--- src/rtl/cp0_unit.sv ---
// cp0_unit: Coprocessor-0 exception/interrupt controller (SR, Cause, EPC).
// Samples HWInt every cycle, arbitrates interrupts against pipeline
// exception codes, and serves mfc0/mtc0/eret at the M stage.
// Optional feature macro: CP0_BD_EN -- when defined, Cause.BD records the
// BD input and EPC is rewound by 4 for delay-slot victims.
module cp0_unit #(
  parameter logic [31:0] EXC_ENTRY = 32'h0000_4180
) (
  input  logic        clk,
  input  logic        reset,
  input  logic [4:0]  RAddr,
  input  logic [4:0]  WAddr,
  input  logic        WE,
  input  logic [31:0] CP0In,
  output logic [31:0] CP0Out,
  input  logic [31:0] VPC,
  input  logic        BD,
  input  logic [4:0]  ExcCodeIn,
  input  logic [5:0]  HWInt,
  input  logic        EXLClr,
  output logic        Req,
  output logic [31:0] EPCOut
);

  localparam logic [4:0] R_SR    = 5'd12;
  localparam logic [4:0] R_CAUSE = 5'd13;
  localparam logic [4:0] R_EPC   = 5'd14;

  // The handler address is consumed by the CPU, not by this block.
  logic [31:0] unused_entry;
  assign unused_entry = EXC_ENTRY;

  // Architectural state, only the implemented fields are stored.
  logic [5:0]  im;
  logic        exl;
  logic        ie;
  logic        cause_bd;
  logic [5:0]  ip;
  logic [4:0]  exc_code;
  logic [31:0] epc;

  logic [31:0] sr_word;
  logic [31:0] cause_word;
  logic        int_req;
  logic        exc_req;
  logic [4:0]  code_next;
  logic        bd_next;
  logic [31:0] epc_next;

  assign sr_word    = {16'b0, im, 8'b0, exl, ie};
  assign cause_word = {cause_bd, 15'b0, ip, 3'b0, exc_code, 2'b0};

  assign int_req = (|(HWInt & im)) & ie & ~exl;
  assign exc_req = (ExcCodeIn != 5'd0) & ~exl;
  assign Req     = int_req | exc_req;

  // Interrupts win over a simultaneous pipeline exception and record code 0.
  assign code_next = int_req ? 5'd0 : ExcCodeIn;

`ifdef CP0_BD_EN
  assign bd_next  = BD;
  assign epc_next = BD ? (VPC - 32'd4) : VPC;
`else
  logic unused_bd;
  assign unused_bd = BD;
  assign bd_next   = 1'b0;
  assign epc_next  = VPC;
`endif

  assign EPCOut = epc;

  // mfc0 read mux; unimplemented register numbers read as zero.
  always_comb begin
    CP0Out = 32'd0;
    case (RAddr)
      R_SR:    CP0Out = sr_word;
      R_CAUSE: CP0Out = cause_word;
      R_EPC:   CP0Out = epc;
      default: CP0Out = 32'd0;
    endcase
  end

  // Register update: reset, then exception entry, else eret / mtc0.
  always_ff @(posedge clk) begin
    if (reset) begin
      im       <= 6'd0;
      exl      <= 1'b0;
      ie       <= 1'b0;
      cause_bd <= 1'b0;
      ip       <= 6'd0;
      exc_code <= 5'd0;
      epc      <= 32'd0;
    end else begin
      ip <= HWInt;
      if (Req) begin
        // Exception entry swallows any same-cycle mtc0 or eret.
        exl      <= 1'b1;
        exc_code <= code_next;
        cause_bd <= bd_next;
        epc      <= epc_next;
      end else begin
        if (WE && WAddr == R_SR) begin
          im  <= CP0In[15:10];
          ie  <= CP0In[0];
          exl <= CP0In[1];
        end
        // eret dominates an SR write's EXL bit.
        if (EXLClr) exl <= 1'b0;
        if (WE && WAddr == R_EPC) epc <= CP0In;
      end
    end
  end

endmodule

--- config.mk ---
export PLATFORM = sky130hd
export DESIGN_NAME = cp0_unit
export DESIGN_NICKNAME = d
export VERILOG_FILES = /design/src/rtl/cp0_unit.sv
export SDC_FILE = /design/constraint.sdc
export NUM_CORES = 1
export LEC_CHECK = 0
export ABC_AREA = 1
export BUFFER_PORTS_ARGS = -buffer_cell sky130_fd_sc_hd__buf_2
export CAP_MARGIN = 40
export CORE_MARGIN = 2
export CORE_UTILIZATION = 46
export CTS_CLUSTER_DIAMETER = 50
export DETAILED_ROUTE_END_ITERATION = 8
export HOLD_SLACK_MARGIN = 0.12
export PLACE_DENSITY = 0.8
export RECOVER_POWER = 100
export SYNTH_ARGS = -nofsm -noshare
export SYNTH_HDL_FRONTEND = slang
export SYNTH_SLANG_ARGS = --single-unit
--- constraint.sdc ---
create_clock -name clk -period 2 [get_ports clk]
set_clock_uncertainty 0.1 [all_clocks]
set_input_delay 0.2 -clock clk [delete_from_list [all_inputs] [get_ports clk]]
set_output_delay 0.2 -clock clk [all_outputs]
set_load 0.01 [all_outputs]
# After elaboration in Yosys (flattened, before gate mapping)
# Index checks and enable logic that the tools add are counted.
# totals
reg_bits	51
in_bits	90
output_inout_bits	65
elab_cells	32
# classes
n_eq_ne	5
n_mux	7
bitwise	7
reduce_logical	7
# ops
cell	n
32-bit case mux with 3 select lines	1
32-bit 2-to-1 mux	2
5-bit by 4-bit == test with 1-bit output, second input constant	5
6-bit AND	1
6-bit OR reduction	1
5-bit 2-to-1 mux	1
5-bit nonzero test	1
1-bit AND	3
1-bit 2-to-1 mux	3
3-bit nonzero test	1
1-bit logical AND	2
1-bit NOT	2
2-bit AND reduction	1
2-bit nonzero test	1
1-bit OR	1

# Logic depth before layout (Yosys ltp)
# Gate-level depths: netlist of the first run.
# depth
word_depth	7
ltp_mapped	10
depth_no_buf	9

# Worst setup path before layout of the first run
# No wires, ideal clock.
# synth_timing
path_kind	reg2reg
from	register im[5]
to	register epc[0], in the netlist EPCOut[0]
setup_time_ns	0.132
t_arrival_ns	1.147
t_required_ns	1.768
slack_ns	0.620
stages_incl_launch_ff	11
path_buffers	2
period_less_slack_ns	1.380
path_cell_list	dfxtp_1 > nand2_1 > nand2_1 > nor2_1 > nand2_1 > nand2_2 > buf_4 > buf_2 > nand3_1 > nand2_1 > a21oi_1
# synth_between
elab_chain_len	6
word_cells_on_any_way	7
cone_classes	mux (1); bitwise (4); reduce/logical (2)
# synth_lines
element	line_no	text
from (decl)	34	logic [5:0] im;
from (signal assigned)	103	im <= CP0In[15:10];
6-bit AND *	53	assign int_req = (|(HWInt & im)) & ie & ~exl;
6-bit OR reduction *	53	
1-bit AND * (2 in a row)	53	
1-bit OR *	55	assign Req = int_req | exc_req;
32-bit 2-to-1 mux / 2-bit nonzero test (equally long branches)	-	
to (signal assigned)	100	epc <= epc_next;
to (signal assigned)	109	if (WE && WAddr == R_EPC) epc <= CP0In;
to (decl)	40	logic [31:0] epc;
# Every way passes the cells marked *; elsewhere a longest branch is shown, timed or not.
# A chain may end at the register's enable or synchronous reset.

# Final worst setup path of the first run
# layout_timing
from	input HWInt[5]
to	output Req
# layout_between
elab_chain_len	5
# layout_lines
element	line_no	text
from (decl)	19	input logic [5:0] HWInt,
6-bit AND	53	
6-bit OR reduction	53	
1-bit AND (2 in a row)	53	
1-bit OR	55	
to (decl)	21	output logic Req,
# No other way between the ends.

==> metrics.txt, run 1 <==
HPWL Detailed 6680 um; via count 3830; Synth Area per Inst 6.12 um^2; Ports 155; mapped cell area 0.00301 mm^2; complex-gate fraction of the synthesized area 0.0958; CP Class primary input to output port; PwrDens 575 mW/mm^2; FMAX 523 MHz; final setup violation count 0; worst-margin pin slew 0.470 ns; most frequent cell after synthesis nand2_1; top cells by count, synth 117 x nand2_1, 83 x inv_1, 66 x nand3_1, 51 x dfxtp_1, 47 x nor2_1; Critical Path Fanout Max 10; first-pass GRT wire length 15800 um; Synth Area in XOR/XNOR 0; post-synthesis sequential area ratio 0.340; Hold Fails Final Rpt 0; status complete, no violations; Worst Hold Class primary input to register; total core area 0.00635 mm^2; simple-gate share of the synthesized area 0.404; overall power 2.39 mW; grt ovf 0; clock latency on the worst-skew pair 0.29 ns; fraction of layout cells with a size suffix above 1 0.179; H-tree depth 2; DRC 0; nature of the critical path endpoint output port; maxcap violations 0; WL per Instance 13.1 um; via density per instance 5.17; ys async rst share 0; CTS tree done; Post-Syn Instances 491; Final nets 753; Syn-to-layout area delta 38.6%; clk slew on worst S/H paths 0.10 ns; initial antenna violation count 0; All-Layer GR Usage 0.265; Slew Viols, Final 0; combinational family with the most area after synthesis simple AND/OR/NAND/NOR gates; Root Buffer Master clkbuf_8; CTS Sinks 51; CP Data Arrival Time 1.61 ns; Rows 29; Critical Path Start Type primary input; Post-synth EDFFs 0; Die ar. 0.00720 mm^2; die height 84.8 um; Seq cells post-synth 51; Die W 84.8 um; Post-Synth Adder-Cell Area 0; worst relative slew slack 0.686; Post-Route WL 9740 um; Max clock buf depth 2; setup ws final 0.0881 ns; synth warn 0; Port Buffers 153; crit share post-route 0.956; top_reg_cell synth dfxtp_1; Starting Density 0.473; Detailed Routing Iterations Pass 1 5; Antenna Cells 0; net count of the mapped netlist 581; Max rail drop VDD 0.000336 V; largest net degree at the start of global routing 33; number of CTS-inserted buffers 5; pre-CTS setup slack 0.278 ns; Lkg Pwr 2.09 nW; crit path time final 1.91 ns; Routed Antenna Nets 0; initial DRC count 217; routability-driven placement congestion ratio 0.827; vias in the first global route 3417; Synth area leaders dfxtp_1 34%, nand2_1 15%, nand3_1 11%; count of cell types in the netlist 17; mux share of post-synthesis cell area 0; Synth top area share 0.340; Critical Path RT 1.70 ns; Synth area leader dfxtp_1
## timing repair
item | in CTS | in global routing
endpoints found under the hold margin | 29 | 0
resized for setup | 0 | 4
setup endpoints to repair | 0 | 39
hold buffers | 30 | 0
setup buffers | 0 | 2
## per-layer routing
layer,global-route usage,part of all wire
met5,0,0
met4,0.0678,0.016
met3,0.0399,0.080
met2,0.465,0.49
met1,0.343,0.41
## worst max-delay path, cell delays in order
cell and delay, ns:
dlygate4sd3_1 0.55, clkbuf_1 0.13, nand2_1 0.09, nand2_1 0.05, nor2_1 0.10, nand2_1 0.10, nand2_4 0.13, nand2_4 0.10
buf_2 0.16
## cells in the final DEF, fill, tap and decap left out
cell and instances:
dfxtp_1 51, nand4_1 32, nor3_1 1, buf_6 1, clkbuf_8 7, nand2_1 117
clkbuf_1 66, nand3b_4 1, nor2_1 46, clkinvlp_4 1, nand2_4 3, inv_1 83
nand3_1 66, clkbuf_2 1, buf_2 87, a21oi_1 39, o221ai_1 6, nor2_2 1
o21ai_0 8, buf_4 15, dlygate4sd3_1 30, nand2_2 1, nor3b_4 1
## through the flow
stage / hold slack (ns) / utilization / std cells / cell area (um^2) / setup TNS, ns
after CTS: 0.120 / 0.664 / 739 / 4220 / 0
after floorplan: 0.207 / - / 491 / 3010 / 0
after detailed placement: 0.330 / 0.600 / 701 / 3810 / 0
final: 0.121 / 0.656 / 741 / 4170 / 0
after global routing: 0.130 / 0.656 / 741 / 4170 / -0.000410
after global placement: 0.324 / 0.600 / 701 / 3810 / 0
## power by group
| group | switching [mW] | internal (mW) |
|---|---|---|
| combinational | 0.332 | 0.250 |
| sequential | 0.0586 | 1.10 |
| clock | 0.341 | 0.316 |
## state kept, by name, indices dropped and copies added (netlist names)
register and flops:
exc_code 5, exl 1, EPCOut 32, ie 1, ip 6, im 6
## path summary, 6_finish.rpt
path               startpoint     endpoint  slack [ns]  cells after the start
setup reg to reg        im[2]    EPCOut[8]        0.39                     10
hold reg to reg   exc_code[4]  exc_code[4]        0.37                      2
hold / removal         VPC[6]    EPCOut[6]        0.12                      5
setup / recovery     HWInt[5]          Req        0.09                      9
## layout make-up
| class | count | area, um^2 |
|---|---|---|
| clock inverter | 1 | 7.51 |
| inverter | 83 | 312 |
| fill | 644 | 2180 |
| tap | 77 | 96.3 |
| multi-input combinational | 322 | 1520 |
| timing repair buffer | 200 | 1110 |
| clock buffer | 7 | 96.3 |
| sequential | 51 | 1020 |
## cell families (layout without fill, tap and decap cells)
group                  after synthesis  count (layout)
AND/OR/NAND/NOR                    269             269
buffers and inverters              118             291
AO/OA/AOI/OAI                       53              53
flip-flops                          51              51
No activity file was read; power rests on OpenSTA's default activity.
==> inputs of run 2 (changes only) <==
CAP_MARGIN = 10   (was 40)
PLACE_DENSITY = 0.93   (was 0.8)
RECOVER_POWER = 50   (was 100)
==> metrics.txt, run 2 (synthesis results as in run 1) <==
status complete, no violations; largest net degree at the start of global routing 45 (+36%); Antenna Cells 0 (unchanged); Finished Core Util 0.659 (+0.00335); CP Data Arrival Time 1.62 ns (about the same); Post-Route WL 9890 um (+1.5%); Sw Share 0.291 (-0.0146); CTS Sinks 51 (unchanged); WL per Instance 13.4 um (+1.7%); Routed Antenna Nets 0 (unchanged); Critical Path Fanout Max 4 (-6); Port Buffers 153 (unchanged); HPWL Detailed 6930 um (+3.7%); Top cell by count, worst path nand2_1; commonest non-fill, non-tap cell in the layout nand2_1; CTS tree done; RSZ-0062 raised after global routing false; Lkg Pwr 2.14 nW (+2.3%); Syn-to-layout area delta 39.3%; Starting Density 0.473 (unchanged); crit path time final 1.92 ns (+0.00613 ns); total core area 0.00635 mm^2 (unchanged); switching power 723 uW (-1.2%); Root Buffer Master clkbuf_8; nature of the critical path endpoint output port; Final TNS setup 0 ns (unchanged); PwrDens 594 mW/mm^2 (+3.3%); Crit path buffers/inverters 4 (+1); H-tree depth 2 (unchanged); die height 84.8 um (unchanged); slowest stage delay, CP 0.54 ns (about the same); via density per instance 5.25 (+1.6%); grt ovf 0 (unchanged); Critical Path RT 1.70 ns (about the same); commonest non-fill, non-tap cells in the layout 117 x nand2_1, 97 x buf_2, 83 x inv_1; Final nets 752 (-0.13%); first-pass GRT wire length 15800 um (+0.39%); FMAX 521 MHz (-0.32%); fraction of layout cells with a size suffix above 1 0.201 (+0.0214); CP Class primary input to output port; DRC 0 (unchanged); Worst Hold Class primary input to register; crit path cell chain dlygate4sd3_1 > clkbuf_2 > nand2_1 > nand2_1 > nor2_2 > nand2_1 > nand2_2 > nand2_2 > buf_8 > buf_2; Die ar. 0.00720 mm^2 (unchanged); Slew Viols, Final 0 (unchanged); Max rail drop VDD 0.000434 V (+29%); worst relative slew slack 0.651 (-0.0351); worst-margin pin slew 0.522 ns (+0.0525 ns); crit share post-route 0.959 (+0.00307); Hold Fails Final Rpt 0 (unchanged); clock latency on the worst-skew pair 0.30 ns (about the same); Clk pwr share 0.294 (+0.020); Detailed Routing Iterations Pass 1 6 (+1); routability-driven placement congestion ratio 0.797 (-3.5%); Rows 29 (unchanged); CP delay by family, top buffers and inverters; number of CTS-inserted buffers 5 (unchanged); Ports 155 (unchanged); Critical Path Start Type primary input; maxcap violations 0 (unchanged); Comb pwr share 0.239 (-0.004); initial DRC count 334 (+54%); All-Layer GR Usage 0.267 (+0.00231); initial antenna violation count 0 (unchanged); Pint 1.76 mW (+6.0%); Die W 84.8 um (unchanged); clk slew on worst S/H paths 0.09 ns (about the same); max reg flops 32 (unchanged); Max clock buf depth 2 (unchanged); CP max-delay cell dlygate4sd3_1; final setup violation count 0 (unchanged); vias in the first global route 3631 (+6.3%); sequential power share 0.467 (-0.016); via count 3887 (+1.5%)
[run 2: stage by stage]
stage	cell area, um^2	setup WS [ns]	hold WS [ns]	cells	total power [mW]
after CTS	4220	0.0194	0.120	737	2.50
after floorplan	3010	0.620	0.207	491	1.48
after detailed placement	3830	0.362	0.327	702	1.73
final	4190	0.0820	0.125	740	2.49
after global placement	3830	0.431	0.318	702	1.71
after global routing	4190	0.0377	0.125	740	2.63
[run 2: worst paths after layout]
kind,endpoint,cells past startpoint,slack (ns),from
setup reg to reg,im[3],10,0.35,im[4]
hold reg to reg,exc_code[0],2,0.37,exc_code[0]
hold / removal,EPCOut[31],5,0.12,VPC[31]
setup / recovery,Req,10,0.08,HWInt[4]
[run 2: area by class of cell]
type | instances | area [um^2]
tap | 77 | 96.3
fill | 599 | 2160
multi-input combinational | 322 | 1510
clock buffer | 6 | 82.6
inverter | 83 | 312
clock inverter | 2 | 35.0
sequential | 51 | 1020
timing repair buffer | 199 | 1130
[run 2: power groups by stage]
| stage | logic (mW) | clock network, mW | registers, mW |
|---|---|---|---|
| 6_report | 0.594 | 0.732 | 1.16 |
| 3_3_place_gp | 0.536 | 0 | 1.18 |
| 2_1_floorplan | 0.283 | 0 | 1.20 |
| 5_1_grt | 0.662 | 0.796 | 1.17 |
| 4_1_cts | 0.594 | 0.747 | 1.16 |
| 3_5_place_dp | 0.552 | 0 | 1.18 |
[run 2: per-layer routing]
metal | GRT usage | vias up | part of all wire
li1 | - | 1903 | -
met1 | 0.319 | 1731 | 0.39
met2 | 0.477 | 222 | 0.50
met3 | 0.0447 | 31 | 0.081
met4 | 0.107 | 0 | 0.023
met5 | 0 | - | 0
[run 2: repair_timing]
action                                  CTS  global route
setup buffers                             0             3
gates resized for setup                   0             4
endpoints found under the setup margin    0             1
endpoints found under the hold margin    27             0
hold buffers                             27             0
[run 2: tightest hold or removal path: stages]
cell and delay (ns):
buf_2 0.10, inv_1 0.04, nand2_1 0.05, nand2_1 0.05, a21oi_1 0.05
==> inputs of run 3 (changes only) <==
ABC_AREA = not set   (was 1)
CORE_UTILIZATION = 45   (was 46)
==> metrics.txt, run 3 <==
worst relative slew slack 0.601 (-0.0503); crit share post-route 0.950 (-0.00852); GR met1 Demand/Resource 0.265 (-0.0533); post-synthesis sequential area ratio 0.359 (+0.0193); CP delay by family, top simple AND/OR/NAND/NOR gates; net count of the mapped netlist 371 (-36%); met2 usage 0.460 (-0.0170); grt ovf 0 (unchanged); Ports 155 (unchanged); Port Buffers 153 (unchanged); nature of the critical path endpoint output port; CTS Sinks 51 (unchanged); Lkg Pwr 1.92 nW (-10%); CP max-delay cell nor4b_1; PwrDens 567 mW/mm^2 (-4.4%); final setup violation count 0 (unchanged); Final TNS setup 0 ns (unchanged); FMAX 526 MHz (+0.90%); Critical Path Fanout Max 32 (+28); crit path time final 1.90 ns (-0.0170 ns); routability-driven placement congestion ratio 0.761 (-4.6%); max reg flops 32 (unchanged); Antenna Cells 0 (unchanged); Routed Antenna Nets 0 (unchanged); ys async rst share 0 (unchanged); vias in the first global route 2980 (-18%); DRC 0 (unchanged); mapped cell area 0.00284 mm^2 (-5.4%); count of cell types in the netlist 37 (+20); placed cells 495 (-29%); total core area 0.00603 mm^2 (-5.1%); worst-margin pin slew 0.591 ns (+0.0686 ns); WL per Instance 15.9 um (+19%); Max rail drop VDD 0.000295 V (-32%); All-Layer GR Usage 0.240 (-0.0269); maxcap violations 0 (unchanged); die height 83.5 um (-1.6%); synth warn 0 (unchanged); Synth top area share 0.359 (+0.0193); Critical Path RT 1.70 ns (about the same); Syn-to-layout area delta 42.1%; commonest non-fill, non-tap cells in the layout 107 x buf_2, 51 x dfxtp_1, 50 x mux2i_1; RSZ-0062 raised after global routing false; Non-Filler Instances 541 (-27%); CP Class primary input to output port; slowest stage delay, CP 0.60 ns (+0.06 ns); Synth area leader dfxtp_1; first-pass GRT wire length 13900 um (-12%); Post-Syn Instances 281 (-43%); HPWL Detailed 6010 um (-13%); H-tree depth 2 (unchanged); top cells by count, synth 51 x dfxtp_1, 50 x mux2i_1, 32 x a21oi_1, 28 x a211oi_2, 19 x and2_1; post-route cell area 0.00404 mm^2 (-3.5%); Root Buffer Master clkbuf_8; placed inst area 0.00365 mm^2 (-4.8%); Worst Hold Class primary input to register; setup ws final 0.0990 ns (+0.0170 ns); Critical Path Start Type primary input; global route hottest layer met2; most frequent cell after synthesis dfxtp_1; Seq cells post-synth 51 (unchanged); Crit path buffers/inverters 3 (-1); Fillers 515 (-14%); worst hold slack 0.129 ns (+0.00356 ns); clock latency on the worst-skew pair 0.30 ns (about the same); largest net degree at the start of global routing 33 (-27%); Max clock buf depth 2 (unchanged); pre-CTS setup slack 0.102 ns (-0.260 ns); M3 GR Usage 0.0445 (-0.000237); via density per instance 5.28 (+0.47%); Die W 83.5 um (-1.6%); clk slew on worst S/H paths 0.09 ns (about the same); Final nets 555 (-26%); Hold Fails Final Rpt 0 (unchanged); CP Data Arrival Time 1.60 ns (-0.02 ns); initial DRC count 122 (-63%); number of CTS-inserted buffers 5 (unchanged); Detailed Routing Iterations Pass 1 4 (-2); Post-Route WL 8610 um (-13%); Die ar. 0.00697 mm^2 (-3.1%); Post-synth EDFFs 0 (unchanged); Synth Area per Inst 10.1 um^2 (+65%); top_reg_cell synth dfxtp_1; fraction of layout cells with a size suffix above 1 0.354 (+0.153); commonest non-fill, non-tap cell in the layout buf_2; Rows 28 (-3.4%); crit path cell chain clkbuf_2 > nor4b_1 > buf_12 > nand2_1 > o21ai_0 > buf_2; Synth area leaders dfxtp_1 36%, mux2i_1 18%, a211oi_2 12%; Starting Density 0.472 (-0.00133); status complete, no violations; via count 2855 (-27%); Slew Viols, Final 0 (unchanged); initial antenna violation count 0 (unchanged); CTS tree done
-- run 3: final timing paths --
path	from	endpoint	slack, ns	cells past startpoint
max	RAddr[0]	CP0Out[13]	0.1	6
min reg2reg	im[4]	im[4]	0.40	2
min	VPC[6]	EPCOut[6]	0.13	3
max reg2reg	im[1]	EPCOut[14]	0.25	6
-- run 3: where the power goes --
group	switching [mW]	internal [mW]	total (mW)
sequential	0.0556	1.09	1.15
combinational	0.273	0.280	0.552
clock	0.349	0.244	0.593
-- run 3: metrics by stage --
step            util  total power, mW
3_3_place_gp   0.605             1.66
2_1_floorplan      -             1.48
5_1_grt        0.671             2.40
6_report       0.671             2.29
4_1_cts        0.682             2.33
3_5_place_dp   0.605             1.68
-- run 3: cell families (layout without fill, tap and decap cells) --
group,after synthesis,after routing,synth area share
mux,50,50,0.176
compound gates,86,86,0.252
buf+inv,30,215,0.0739
simple gates,64,64,0.139
flops,51,51,0.359
-- run 3: final cells by class --
| cell class | instances | area (um^2) | area share |
|---|---|---|---|
| multi-input combinational | 200 | 1600 | 0.397 |
| timing repair buffer | 204 | 1220 | 0.302 |
| sequential | 51 | 1020 | 0.253 |
| tap | 75 | 93.8 | 0.0232 |
| clock buffer | 5 | 68.8 | 0.0170 |
| clock inverter | 3 | 20.0 | 0.00495 |
| inverter | 3 | 11.3 | 0.00279 |
-- run 3: per-layer routing --
metal	share of wire	wire, um	vias up
met5	0	0	-
met4	0.019	161	0
met3	0.057	495	16
met2	0.51	4420	116
met1	0.41	3540	1338
li1	-	-	1385
-- run 3: timing repair --
action | in CTS | in global routing
endpoints found under the hold margin | 36 | 0
resized for setup | 0 | 0
endpoints found under the setup margin | 0 | 1
buffers inserted | 0 | 1
hold buffers | 37 | 0
-- run 3: worst register-to-register path, delay by kind of cell, from the launching register on --
kind            cells  cell delay (ns)
compound gates      4             0.82
buf+inv             2             0.34
flops               1             0.37
